## src/rtl/knn_pkg.sv

```systemverilog
// Shared definitions for the k-nearest-neighbour blocks: width helpers and the
// vote FSM state type.
package knn_pkg;

   // Bits needed to hold the value v (v=0 still takes one bit).
   function automatic int unsigned log2(input int unsigned v);
      for (int unsigned n = 1; n < 32; n++) begin
         if ((v >> n) == 0) return n;
      end
      return 32;
   endfunction

   function automatic int unsigned num_classes(input int unsigned l);
      return 32'd1 << l;
   endfunction

   typedef enum logic [1:0] {
      Idle,
      Count,
      Scan,
      Done
   } vote_state_e;

endpackage

```

## src/rtl/knn_vote_bank.sv

```systemverilog
// Bank of 2^L vote counters: synchronous clear, single increment port and one
// combinational read port.
module knn_vote_bank
   import knn_pkg::*;
#(
   parameter int unsigned L  = 2,
   parameter int unsigned CW = 2
) (
   input  logic          clk,
   input  logic          rst,
   input  logic          clr_i,
   input  logic          inc_i,
   input  logic [L-1:0]  inc_idx_i,
   input  logic [L-1:0]  rd_idx_i,
   output logic [CW-1:0] rd_cnt_o
);

   localparam int unsigned N = num_classes(L);

   logic [CW-1:0] cnt_q [N];
   logic [CW-1:0] cnt_d [N];

   always_comb begin
      cnt_d = cnt_q;
      if (clr_i) begin
         for (int i = 0; i < N; i++) cnt_d[i] = '0;
      end else if (inc_i) begin
         cnt_d[inc_idx_i] = cnt_q[inc_idx_i] + CW'(1);
      end
   end

   always_ff @(posedge clk or posedge rst) begin
      if (rst) begin
         for (int i = 0; i < N; i++) cnt_q[i] <= '0;
      end else begin
         cnt_q <= cnt_d;
      end
   end

   assign rd_cnt_o = cnt_q[rd_idx_i];

endmodule

```

## src/rtl/knn_vote.sv

```systemverilog
// Majority vote over K ordered neighbours: count labels one per cycle, then scan
// classes one per cycle for the strict maximum (lowest class wins ties).
module knn_vote
   import knn_pkg::*;
#(
   parameter int unsigned W = 8,
   parameter int unsigned K = 2,
   parameter int unsigned L = 2,
   localparam int unsigned CW = log2(K)
) (
   input  logic           clk,
   input  logic           rst,
   input  logic           in_valid,
   output logic           in_ready,
   input  logic [W*K-1:0] in_vals,
   output logic           out_valid,
   input  logic           out_ready,
   output logic [L-1:0]   out_class,
   output logic [CW-1:0]  out_votes
);

   vote_state_e    state_q, state_d;
   logic [W*K-1:0] vals_q, vals_d;
   logic [CW-1:0]  idx_q, idx_d;
   logic [L-1:0]   cls_q, cls_d;
   logic [L-1:0]   best_q, best_d;
   logic [CW-1:0]  bestv_q, bestv_d;
   logic [L-1:0]   oc_q, oc_d;
   logic [CW-1:0]  ov_q, ov_d;

   logic           clr, inc;
   logic [L-1:0]   lbl;
   logic [CW-1:0]  rd_cnt;

   knn_vote_bank #(
      .L  (L),
      .CW (CW)
   ) u_bank (
      .clk       (clk),
      .rst       (rst),
      .clr_i     (clr),
      .inc_i     (inc),
      .inc_idx_i (lbl),
      .rd_idx_i  (cls_q),
      .rd_cnt_o  (rd_cnt)
   );

   // Label of the neighbour currently being counted; upper entry bits ignored.
   always_comb begin
      lbl = '0;
      for (int i = 0; i < K; i++) begin
         if (idx_q == CW'(i)) lbl = vals_q[i*W +: L];
      end
   end

   always_comb begin
      state_d = state_q;
      vals_d  = vals_q;
      idx_d   = idx_q;
      cls_d   = cls_q;
      best_d  = best_q;
      bestv_d = bestv_q;
      oc_d    = oc_q;
      ov_d    = ov_q;
      clr     = 1'b0;
      inc     = 1'b0;
      unique case (state_q)
         Idle: begin
            if (in_valid && in_ready) begin
               vals_d  = in_vals;
               clr     = 1'b1;
               idx_d   = '0;
               state_d = Count;
            end
         end
         Count: begin
            inc   = 1'b1;
            idx_d = idx_q + CW'(1);
            if (idx_q == CW'(K - 1)) begin
               cls_d   = '0;
               best_d  = '0;
               bestv_d = '0;
               state_d = Scan;
            end
         end
         Scan: begin
            if (rd_cnt > bestv_q) begin
               best_d  = cls_q;
               bestv_d = rd_cnt;
            end
            cls_d = cls_q + L'(1);
            // Last class: latch the result including this cycle's compare.
            if (cls_q == '1) begin
               oc_d    = best_d;
               ov_d    = bestv_d;
               state_d = Done;
            end
         end
         Done: begin
            if (out_ready) state_d = Idle;
         end
         default: state_d = Idle;
      endcase
   end

   always_ff @(posedge clk or posedge rst) begin
      if (rst) begin
         state_q <= Idle;
         vals_q  <= '0;
         idx_q   <= '0;
         cls_q   <= '0;
         best_q  <= '0;
         bestv_q <= '0;
         oc_q    <= '0;
         ov_q    <= '0;
      end else begin
         state_q <= state_d;
         vals_q  <= vals_d;
         idx_q   <= idx_d;
         cls_q   <= cls_d;
         best_q  <= best_d;
         bestv_q <= bestv_d;
         oc_q    <= oc_d;
         ov_q    <= ov_d;
      end
   end

   assign in_ready  = (state_q == Idle) && !rst;
   assign out_valid = (state_q == Done);
   assign out_class = oc_q;
   assign out_votes = ov_q;

endmodule

```

## config.mk

```make
export PLATFORM = sky130hd
export DESIGN_NAME = knn_vote
export DESIGN_NICKNAME = d
export VERILOG_FILES = /design/src/rtl/knn_pkg.sv /design/src/rtl/knn_vote_bank.sv /design/src/rtl/knn_vote.sv
export SDC_FILE = /design/constraint.sdc
export NUM_CORES = 1
export LEC_CHECK = 0
export CAP_MARGIN = 10
export CELL_PAD_IN_SITES_DETAIL_PLACEMENT = 2
export CELL_PAD_IN_SITES_GLOBAL_PLACEMENT = 2
export CORE_MARGIN = 5
export CORE_UTILIZATION = 34
export CTS_CLUSTER_SIZE = 12
export DETAILED_ROUTE_END_ITERATION = 8
export PLACE_DENSITY = 0.84
export SYNTH_ARGS = -nofsm -noshare
export SYNTH_HDL_FRONTEND = slang
export SYNTH_SLANG_ARGS = --single-unit
```

## constraint.sdc

```tcl
create_clock -name clk -period 6.7 [get_ports clk]
set_input_delay 1.34 -clock clk [delete_from_list [all_inputs] [get_ports clk]]
set_output_delay 1.34 -clock clk [all_outputs]
set_load 0.02 [all_outputs]
```

==> results.md <==
- Status: finished clean
- Xor/xnor share of the synthesized area: 0.0185
- Synth cell types: 35
- CTS Buf Count: 3
- Post-CTS Hold Fix Bufs: 0
- Seq cells post-synth: 26
- Yosys warnings: 0
- GPL Wtd Cong: 0.708
- Arrival time at the worst endpoint: 2.52 ns
- Multiplexer share of the synthesized area: 0.0536
- Req. time, crit path: 5.36 ns
- Syn-to-layout area delta: 17.7%
- Clock Latency Late Sink: 0.28 ns
- Clock Skews: 0.00833 ns
- Slew Viols, Final: 0
- Seq/Total Area, Yosys: 0.457
- Vias/cell: 5.47
- Clock power frac: 0.167
- Pin slew with the least headroom to its limit: 1.03 ns
- Vias: 1159
- GRT Resource Usage Total: 0.148
- Relative slew slack: 0.314
- CP Launch Type: input port
- WL/cell: 17.0 um
- H-tree Lvls: 1
- Async S/R FF share, synth: 1.00
- Initial Util: 0.353
- Synth cell count leaders: nand2_1 (27), dfrtp_1 (26), inv_1 (16), a21oi_1 (11)
- Total wire length: 3610 um
- DRT iter0 DRCs: 27
- Dpl ws: 2.82 ns
- Simple-Gate Fraction of Synth Area: 0.179
- Fin nets: 193
- Syn_area_per_cell: 9.61 um^2
- Synth area leaders: dfrtp_1 (46%), ha_1 (8.8%), nand2_1 (7.1%)
- Post-CTS sizing: 0
- Crit Path Category: in2out
- Number of global-route vias before repair: 1315
- CTS tree: yes
- Total iterations of the first detailed-routing run: 4
- Pwr per Cell Area: 482 nW/um^2
- Max Root-Sink Buffers: 2
- Most numerous cell in the Yosys netlist: nand2_1
- Final global-route overflow total: 0
- Switching Share: 0.423
- Post-CTS Repair Setup Buffers: 0
- Tightest Hold Check Type: reg2reg
- Post-synth EDFFs: 0
- Total clock sinks: 26
- Post-DP HPWL: 2630 um
- CP Max Fanout: 4
- Sequential power share: 0.347
- Clock root buffer: clkbuf_8
- Input/output buffers: 13
- Pleak: 0.764 nW
- Max Cap Viol: 0
- Internal power: 0.465 mW
- CORE AREA: 4030 um^2
- RSZ-0062 raised after global routing: false
- VDD IR-drop max: 0.165 mV
- Top_reg_cell synth: dfrtp_1
- Hold Fails Final Rpt: 0
- Layout cells sized above 1: 0.0741
- Synth Area in Adders: 0.0880
- Remaining antenna violation count: 0
- Die Y: 74.7 um
- Synth top area share: 0.457
- Setup Viol. Count Final: 0
- I/O pin count: 26
- DRC viols: 0
- First-pass GRT wire length: 6330 um
- Power share of the combinational group: 0.487
- Synthesized instance count: 148
- Worst-path clk slew: 0.10 ns
- Critical path endpoint category: output port
- Initial antenna violation count: 0
- Die area: 5580 um^2
- Rows: 23
- Post-Syn Nets: 178
- Largest area contributor in the netlist: dfrtp_1
- Final period util: 0.576
- Max Freq: 259 MHz
- Main combinational cell family by area after synthesis: simple AND/OR/NAND/NOR gates
- Mapped cell area: 1420 um^2
- Min Tclk post-route: 3.86 ns
- Psw: 0.341 mW
- Compound-Gate Fraction of Synth Area: 0.153
- Worst Slack Setup Final: 2.84 ns
- Antenna cells: 0
- Setup TNS Final: 0 ns
- Chip width: 74.7 um
- Pin count of the biggest net entering global routing: 27
[path summary, 6_finish.rpt]
kind | startpoint | endpoint | slack (ns) | depth (start not counted)
max | rst | in_ready | 2.84 | 3
min | out_class[0] | out_class[0] | 0.49 | 2
max reg2reg | cls_q[0] | out_class[1] | 4.21 | 6
min reg2reg | out_class[0] | out_class[0] | 0.49 | 2
max in group asynchronous | rst | u_bank.cnt_q[6] | 4.40 | 2
min in group asynchronous | rst | state_q[1] | 1.68 | 2
[area by class of cell]
| type | count | area [um^2] |
|---|---|---|
| fillers | 448 | 2350 |
| multi-input cells | 103 | 699 |
| flip-flops and latches | 26 | 651 |
| repair buffers | 13 | 130 |
| well taps | 50 | 62.6 |
| inverters | 16 | 60.1 |
| clock buffers | 3 | 41.3 |
| clock inverters | 1 | 30.0 |
[metrics by stage]
step	cells	hold slack [ns]	utilization	cell area, um^2	power [mW]
4_1_cts	212	0.505	0.416	1670	0.819
5_1_grt	212	0.533	0.416	1670	0.878
3_5_place_dp	208	0.482	0.398	1600	0.677
2_1_floorplan	148	0.446	-	1420	0.550
3_3_place_gp	208	0.464	0.398	1600	0.633
6_report	212	0.492	0.416	1670	0.807
[cells by family (layout without fill, tap and decap cells)]
| family | Yosys count | after routing |
|---|---|---|
| compound gates | 34 | 34 |
| xor+xnor | 3 | 3 |
| mux | 5 | 5 |
| fa+ha+maj | 10 | 10 |
| simple gates | 51 | 51 |
| buf+inv | 19 | 33 |
| flops | 26 | 26 |
[power groups by stage]
stage                     logic, mW  registers [mW]  clock network (mW)
after floorplan               0.279           0.271                   0
after detailed placement      0.395           0.282                   0
after global placement        0.360           0.273                   0
final                         0.392           0.280               0.135
after global routing          0.447           0.290               0.141
after CTS                     0.402           0.281               0.136
[worst max-delay path, stage by stage]
cell,delay [ns]
clkdlybuf4s50_1,0.45
nor2_1,0.12
clkdlybuf4s50_1,0.62
[layout by cell type (no fill, tap or decap), types with 3 or more instances in the layout]
master	n
a21oi_1	11
clkbuf_8	3
clkdlybuf4s50_1	13
dfrtp_1	26
ha_1	10
inv_1	16
nand2_1	27
nand3_1	3
nor2_1	6
o21ai_0	10
or3_1	3
[sequential cells by signal, indices dropped and copies added (netlist names)]
name and flops:
best_q 2, out_class 2, out_votes 2, bestv_q 2, state_q 2, idx_q 2
cls_q 2, vals_q 4, u_bank.cnt_q 8
[per-layer routing]
metal | GRT usage | share of wire
met5 | 0 | 0
met3 | 0.0320 | 0.036
met1 | 0.173 | 0.43
met2 | 0.273 | 0.52
met4 | 0.0375 | 0.017
Note: power is estimated with default switching activity, not from simulation.
